===== config.mk =====
export PLATFORM = sky130hd
export DESIGN_NAME = nibble_serial_add_ctrl_flat
export DESIGN_NICKNAME = d
export VERILOG_FILES = /design/src/rtl/nibble_serial_add_ctrl_pkg.sv /design/src/rtl/nibble_serial_add_ctrl_if.sv /design/src/rtl/nibble_serial_add_ctrl_slice.sv /design/src/rtl/nibble_serial_add_ctrl.sv /design/src/flat_wrapper.sv
export SDC_FILE = /design/constraint.sdc
export NUM_CORES = 1
export LEC_CHECK = 0
export CAP_MARGIN = 10
export CELL_PAD_IN_SITES_DETAIL_PLACEMENT = 0
export CELL_PAD_IN_SITES_GLOBAL_PLACEMENT = 1
export CORE_MARGIN = 2
export CORE_UTILIZATION = 30
export DETAILED_ROUTE_END_ITERATION = 8
export PLACE_DENSITY_LB_ADDON = 0.1
export RECOVER_POWER = 100
export SLEW_MARGIN = 15
export SYNTH_ARGS = -nofsm -noshare
export SYNTH_HDL_FRONTEND = slang
export SYNTH_SLANG_ARGS = --single-unit

===== constraint.sdc =====
create_clock -name clk -period 3.52 [get_ports clk]
set_clock_uncertainty 0.05 [all_clocks]
set_input_delay 0.528 -clock clk [delete_from_list [all_inputs] [get_ports clk]]
set_output_delay 0.528 -clock clk [all_outputs]
set_load 0.02 [all_outputs]

===== src/rtl/nibble_serial_add_ctrl_pkg.sv =====
// Shared constants and state encoding for the nibble-serial adder.
package nibble_serial_add_ctrl_pkg;
  localparam int NIBBLE_W = 4;

  typedef enum logic [1:0] {
    ST_IDLE = 2'd0,
    ST_RUN  = 2'd1,
    ST_DONE = 2'd2
  } state_e;
endpackage


===== src/rtl/nibble_serial_add_ctrl_if.sv =====
// Operand/result handshake bundle between a producer/consumer and the adder.
interface nibble_serial_add_ctrl_if #(
  parameter int WIDTH = 16
);
  logic             in_valid;
  logic             in_ready;
  logic [WIDTH-1:0] a;
  logic [WIDTH-1:0] b;
  logic             cin;
  logic             out_valid;
  logic             out_ready;
  logic [WIDTH-1:0] sum;
  logic             cout;
  logic             ovf;
  logic             busy;

  modport master (
    output in_valid, a, b, cin, out_ready,
    input  in_ready, out_valid, sum, cout, ovf, busy
  );

  modport slave (
    input  in_valid, a, b, cin, out_ready,
    output in_ready, out_valid, sum, cout, ovf, busy
  );
endinterface


===== src/rtl/nibble_serial_add_ctrl_slice.sv =====
// 4-bit combinational ripple-carry adder built from per-bit full-adder cells.
module nibble_adder_slice
  import nibble_serial_add_ctrl_pkg::*;
(
  input  logic [NIBBLE_W-1:0] a,
  input  logic [NIBBLE_W-1:0] b,
  input  logic                cin,
  output logic [NIBBLE_W-1:0] sum,
  output logic                cout
);
  logic [NIBBLE_W:0] c;

  assign c[0] = cin;

  for (genvar i = 0; i < NIBBLE_W; i++) begin : g_fa
    assign sum[i]   = a[i] ^ b[i] ^ c[i];
    assign c[i+1]   = (a[i] & b[i]) | (c[i] & (a[i] ^ b[i]));
  end

  assign cout = c[NIBBLE_W];
endmodule


===== src/rtl/nibble_serial_add_ctrl.sv =====
// Wide adder that walks one shared 4-bit slice across the operands, LSB nibble
// first, with the inter-nibble carry held in a register.
module nibble_serial_add_ctrl
  import nibble_serial_add_ctrl_pkg::*;
#(
  parameter int WIDTH = 16
) (
  input  logic                   clk,
  input  logic                   rst,
  nibble_serial_add_ctrl_if.slave bus
);
  localparam int NIBBLES = WIDTH / NIBBLE_W;
  localparam int IDX_W   = $clog2(NIBBLES);
  localparam logic [IDX_W-1:0] IDX_LAST = IDX_W'(NIBBLES - 1);

  state_e           state_q, state_d;
  logic [IDX_W-1:0] idx_q, idx_d;
  logic             carry_q, carry_d;
  logic [WIDTH-1:0] a_q, a_d;
  logic [WIDTH-1:0] b_q, b_d;
  logic [WIDTH-1:0] sum_q, sum_d;
  logic             cout_q, cout_d;
  logic             ovf_q, ovf_d;

  logic [NIBBLE_W-1:0] sl_sum;
  logic                sl_cout;

  nibble_adder_slice u_slice (
    .a    (a_q[idx_q*NIBBLE_W +: NIBBLE_W]),
    .b    (b_q[idx_q*NIBBLE_W +: NIBBLE_W]),
    .cin  (carry_q),
    .sum  (sl_sum),
    .cout (sl_cout)
  );

  always_ff @(posedge clk or posedge rst) begin
    if (rst) begin
      state_q <= ST_IDLE;
      idx_q   <= '0;
      carry_q <= 1'b0;
      a_q     <= '0;
      b_q     <= '0;
      sum_q   <= '0;
      cout_q  <= 1'b0;
      ovf_q   <= 1'b0;
    end else begin
      state_q <= state_d;
      idx_q   <= idx_d;
      carry_q <= carry_d;
      a_q     <= a_d;
      b_q     <= b_d;
      sum_q   <= sum_d;
      cout_q  <= cout_d;
      ovf_q   <= ovf_d;
    end
  end

  always_comb begin
    state_d = state_q;
    idx_d   = idx_q;
    carry_d = carry_q;
    a_d     = a_q;
    b_d     = b_q;
    sum_d   = sum_q;
    cout_d  = cout_q;
    ovf_d   = ovf_q;
    case (state_q)
      ST_IDLE: begin
        if (bus.in_valid) begin
          a_d     = bus.a;
          b_d     = bus.b;
          carry_d = bus.cin;
          idx_d   = '0;
          sum_d   = '0;
          state_d = ST_RUN;
        end
      end
      ST_RUN: begin
        sum_d[idx_q*NIBBLE_W +: NIBBLE_W] = sl_sum;
        carry_d = sl_cout;
        if (idx_q == IDX_LAST) begin
          // Park idx at 0 so it never leaves [0, NIBBLES-1] for non-power-of-2 counts.
          idx_d   = '0;
          cout_d  = sl_cout;
          ovf_d   = (a_q[WIDTH-1] == b_q[WIDTH-1]) && (sl_sum[NIBBLE_W-1] != a_q[WIDTH-1]);
          state_d = ST_DONE;
        end else begin
          idx_d = idx_q + IDX_W'(1);
        end
      end
      ST_DONE: begin
        if (bus.out_ready) state_d = ST_IDLE;
      end
      default: state_d = ST_IDLE;
    endcase
  end

  assign bus.in_ready  = (state_q == ST_IDLE) && !rst;
  assign bus.out_valid = (state_q == ST_DONE);
  assign bus.busy      = (state_q != ST_IDLE);
  assign bus.sum       = sum_q;
  assign bus.cout      = cout_q;
  assign bus.ovf       = ovf_q;
endmodule


===== src/flat_wrapper.sv =====
// flat-port wrapper written by rule: the top's interface ports become plain ports
module nibble_serial_add_ctrl_flat import nibble_serial_add_ctrl_pkg::*;
#(
  parameter int WIDTH = 16
)
  (clk, rst, bus_in_valid, bus_a, bus_b, bus_cin, bus_out_ready, bus_in_ready, bus_out_valid, bus_sum, bus_cout, bus_ovf, bus_busy);
  nibble_serial_add_ctrl_if #(.WIDTH(WIDTH)) bus_i ();
  input  logic clk;
  input  logic rst;
  input wire logic [$bits(bus_i.in_valid)-1:0] bus_in_valid;
  input wire logic [$bits(bus_i.a)-1:0] bus_a;
  input wire logic [$bits(bus_i.b)-1:0] bus_b;
  input wire logic [$bits(bus_i.cin)-1:0] bus_cin;
  input wire logic [$bits(bus_i.out_ready)-1:0] bus_out_ready;
  output wire logic [$bits(bus_i.in_ready)-1:0] bus_in_ready;
  output wire logic [$bits(bus_i.out_valid)-1:0] bus_out_valid;
  output wire logic [$bits(bus_i.sum)-1:0] bus_sum;
  output wire logic [$bits(bus_i.cout)-1:0] bus_cout;
  output wire logic [$bits(bus_i.ovf)-1:0] bus_ovf;
  output wire logic [$bits(bus_i.busy)-1:0] bus_busy;
  assign bus_i.in_valid = bus_in_valid;
  assign bus_i.a = bus_a;
  assign bus_i.b = bus_b;
  assign bus_i.cin = bus_cin;
  assign bus_i.out_ready = bus_out_ready;
  assign bus_in_ready = bus_i.in_ready;
  assign bus_out_valid = bus_i.out_valid;
  assign bus_sum = bus_i.sum;
  assign bus_cout = bus_i.cout;
  assign bus_ovf = bus_i.ovf;
  assign bus_busy = bus_i.busy;
  nibble_serial_add_ctrl #(.WIDTH(WIDTH)) u_core (.clk(clk), .rst(rst), .bus(bus_i));
endmodule

==> impl_metrics.tcl <==
set metrics [dict create \
    drt-total-wl_um 5910 \
    status "completed" \
    synth_edf_count 0 \
    dpl.hpwl_um 4290 \
    viasPerCell 4.63 \
    cts.sinks 55 \
    hold_class "reg2reg" \
    crit_path_top_delay_cell "fa_1" \
    r2r_setup_slack_ns 0.35 \
    antenna_found_initial 0 \
    numCtsBuffers 5 \
    htreeDepth 2 \
    grt_setup_unrepaired "no" \
    vias 1902 \
    start_kind "flip-flop" \
    core_area_mm2 0.00859 \
    crit_chain "buf_4 -> mux4_2 -> fa_1 -> inv_1 -> fa_1 -> inv_1 -> fa_1 -> nand2b_1 -> o22ai_1 -> mux2_2" \
    cpPeakStageDelay_ns 0.57 \
    reg2reg_from "u_core.idx_q[0]" \
    powerDensity_mw_per_mm2 916 \
    drc 0 \
    drt_pass1_iterations 4 \
    grt_max_degree 56 \
    grt_pass1_wl_um 10000 \
    yosys_warnings 0 \
    core.rowCount 34 \
    cts_resized 0 \
    fillers 881 \
    clock.fmax_ghz 0.316 \
    grt_overflow 0 \
    ios 58 \
    hp-start "u_core.a_q[8]" \
    ys_seq_area_share_pct 52.6 \
    hold_end "u_core.a_q[8]" \
    dieHeight_um 97.4 \
    timing.rr.end "u_core.bus.ovf" \
    leakage_uw 0.00163 \
    ctsRootBufferMaster "clkbuf_8" \
    slew_headroom_pct 9.23 \
    gp_congestion 0.787 \
    synth_nets 294 \
    peakVddDrop_uv 358 \
    cts_tree "done" \
    drt_iter0_drc 54 \
    start_util_pct 30.5 \
    avgRoutedWirePerCell_um 14.4 \
    timing.final.crit_share_pct 89.9 \
    crit_fanout 15 \
    synth_cells 249 \
    cts_setup_buffers 0 \
    finalNetCount 349 \
    post_dp_cell_area_mm2 0.00324 \
    endpoint_kind "flip-flop" \
    r2r_cells 10 \
    ys_seq_elements 55 \
    ys_async_sr_fraction_pct 100 \
    clkTransAtPathRegs_ns 0.09 \
    clk_latency_ns 0.30 \
    max_cap_violations 0 \
    clk_path_buf_depth 2 \
    setup_viol 0 \
    required_ns 3.67 \
    cpMostUsedCell "fa_1" \
    criticalPathCategory "reg2reg" \
    slew_viol_final 0 \
    area_growth_pct 26.6 \
    drive_gt1_share_pct 6.93 \
    port_buffers 57 \
    worstMarginPinSlew_ns 1.36 \
    die_w_um 97.4 \
    hold_viol 0 \
    track_usage_pct 13.2 \
    post_synth.cell_area_avg_um2 10.5 \
    die_area_mm2 0.00949 \
    critPathArrivalTime_ns 3.31 \
    ant_nets 0 \
    synth.distinct_cells 35 \
    grt_pass1_vias 2011 \
    hold_buffers 0 \
    num_antenna_cells 0 \
    hold_depth 2 \
    fin_setup_tns_ns 0 \
    synthFlopType "dfrtp_1" \
    finalCriticalPeriod_ns 3.17 \
    synthesis.area_mm2 0.00262 \
    fin_area_mm2 0.00331 \
]
metal layers:
layer  global-route usage, %  routed length [µm]  vias up
met2                    21.5                2770       36
met4                    3.53                  66        0
met5                       0                   0        -
li1                        -                   -      926
met1                    17.8                2860      934
met3                    2.73                 213        6
cell type report:
cell class	count	area, µm²	share of cell area, %
tap	108	135	4.08
clock buffer	6	72.6	2.19
multi-input combinational	169	1090	32.8
sequential	55	1380	41.5
timing repair buffer	61	598	18.0
inverter	12	45.0	1.36
cell families (layout without fill, tap and decap cells):
logic type / Yosys count / after routing / share of synthesized area, %
buffers and inverters: 25 / 79 / 5.88
DFF: 55 / 55 / 52.6
adders and majority gates: 8 / 8 / 4.97
AOI/OAI and AO/OA: 26 / 26 / 8.08
and+or+nand+nor: 125 / 125 / 20.7
muxes: 10 / 10 / 7.74
report_power, final:
part / leakage, µW / switching [µW] / internal [µW]
Clock: 0.0000371 / 190 / 133
Sequential: 0.000706 / 190 / 898
Combinational: 0.000885 / 921 / 705
how the worst max path moves through the flow:
stage,slack (ns),end,start
floorplan,0.44,u_core.bus.ovf,u_core.idx_q[0]
global placement,0.37,u_core.bus.ovf,u_core.idx_q[0]
detailed placement,0.28,u_core.bus.ovf,u_core.idx_q[0]
CTS,0.30,u_core.bus.ovf,u_core.idx_q[0]
global route,0.17,u_core.bus.ovf,u_core.idx_q[0]
finish,0.35,u_core.bus.ovf,u_core.idx_q[0]
worst max-delay path: cells and delay by family, from the launching register on:
kind / cells / cell delay, ns
adders and majority gates: 3 / 1.14
muxes: 2 / 0.82
DFF: 1 / 0.46
buffers and inverters: 3 / 0.40
and+or+nand+nor: 1 / 0.12
AOI/OAI and AO/OA: 1 / 0.07
state kept, by name (all words and copies together) (netlist names):
signal / cells
u_core.b_q: 16
u_core.bus.ovf: 1
u_core.a_q: 16
u_core.carry_q: 1
u_core.bus.sum: 16
u_core.state_q: 2
u_core.bus.cout: 1
u_core.idx_q: 2
metrics by stage:
step / instances / utilization (%) / total power [µW] / worst slack [ns] / hold slack [ns]
CTS: 411 / 38.6 / 3150 / 0.298 / 0.432
detailed placement: 405 / 37.8 / 2820 / 0.275 / 0.409
floorplan: 249 / - / 2240 / 0.445 / 0.389
global route: 411 / 38.6 / 3310 / 0.166 / 0.463
finish: 411 / 38.6 / 3040 / 0.354 / 0.429
global placement: 405 / 37.8 / 2800 / 0.371 / 0.414
cell usage in the layout, fill, tap and decap left out, types with 3 or more instances in the layout:
| cell type | instances |
|---|---|
| ha_1 | 4 |
| nand2_1 | 103 |
| mux4_2 | 8 |
| dlygate4sd3_1 | 23 |
| buf_4 | 3 |
| a22o_1 | 8 |
| nand2b_1 | 3 |
| fa_1 | 4 |
| clkdlybuf4s50_1 | 34 |
| o2bb2ai_1 | 8 |
| dfrtp_1 | 55 |
| a21o_1 | 4 |
| clkbuf_8 | 5 |
| inv_1 | 11 |
synthesized netlist by cell type (2+ instances only):
cell	n	area share [%]
a21o_1	4	1.1
a22o_1	8	2.7
and4_1	2	0.67
buf_2	6	1.1
buf_6	2	0.86
buf_8	3	1.7
dfrtp_1	55	53
fa_1	4	3.1
ha_1	4	1.9
inv_1	12	1.7
mux2_2	2	0.86
mux4_2	8	6.9
nand2_1	103	15
nand2b_1	3	0.72
nand3_1	2	0.38
nand4_1	2	0.48
nor2_1	2	0.29
o21ai_0	2	0.38
o2bb2ai_1	8	2.7
o31ai_1	2	0.57
Power figures use the tool's default switching activity.
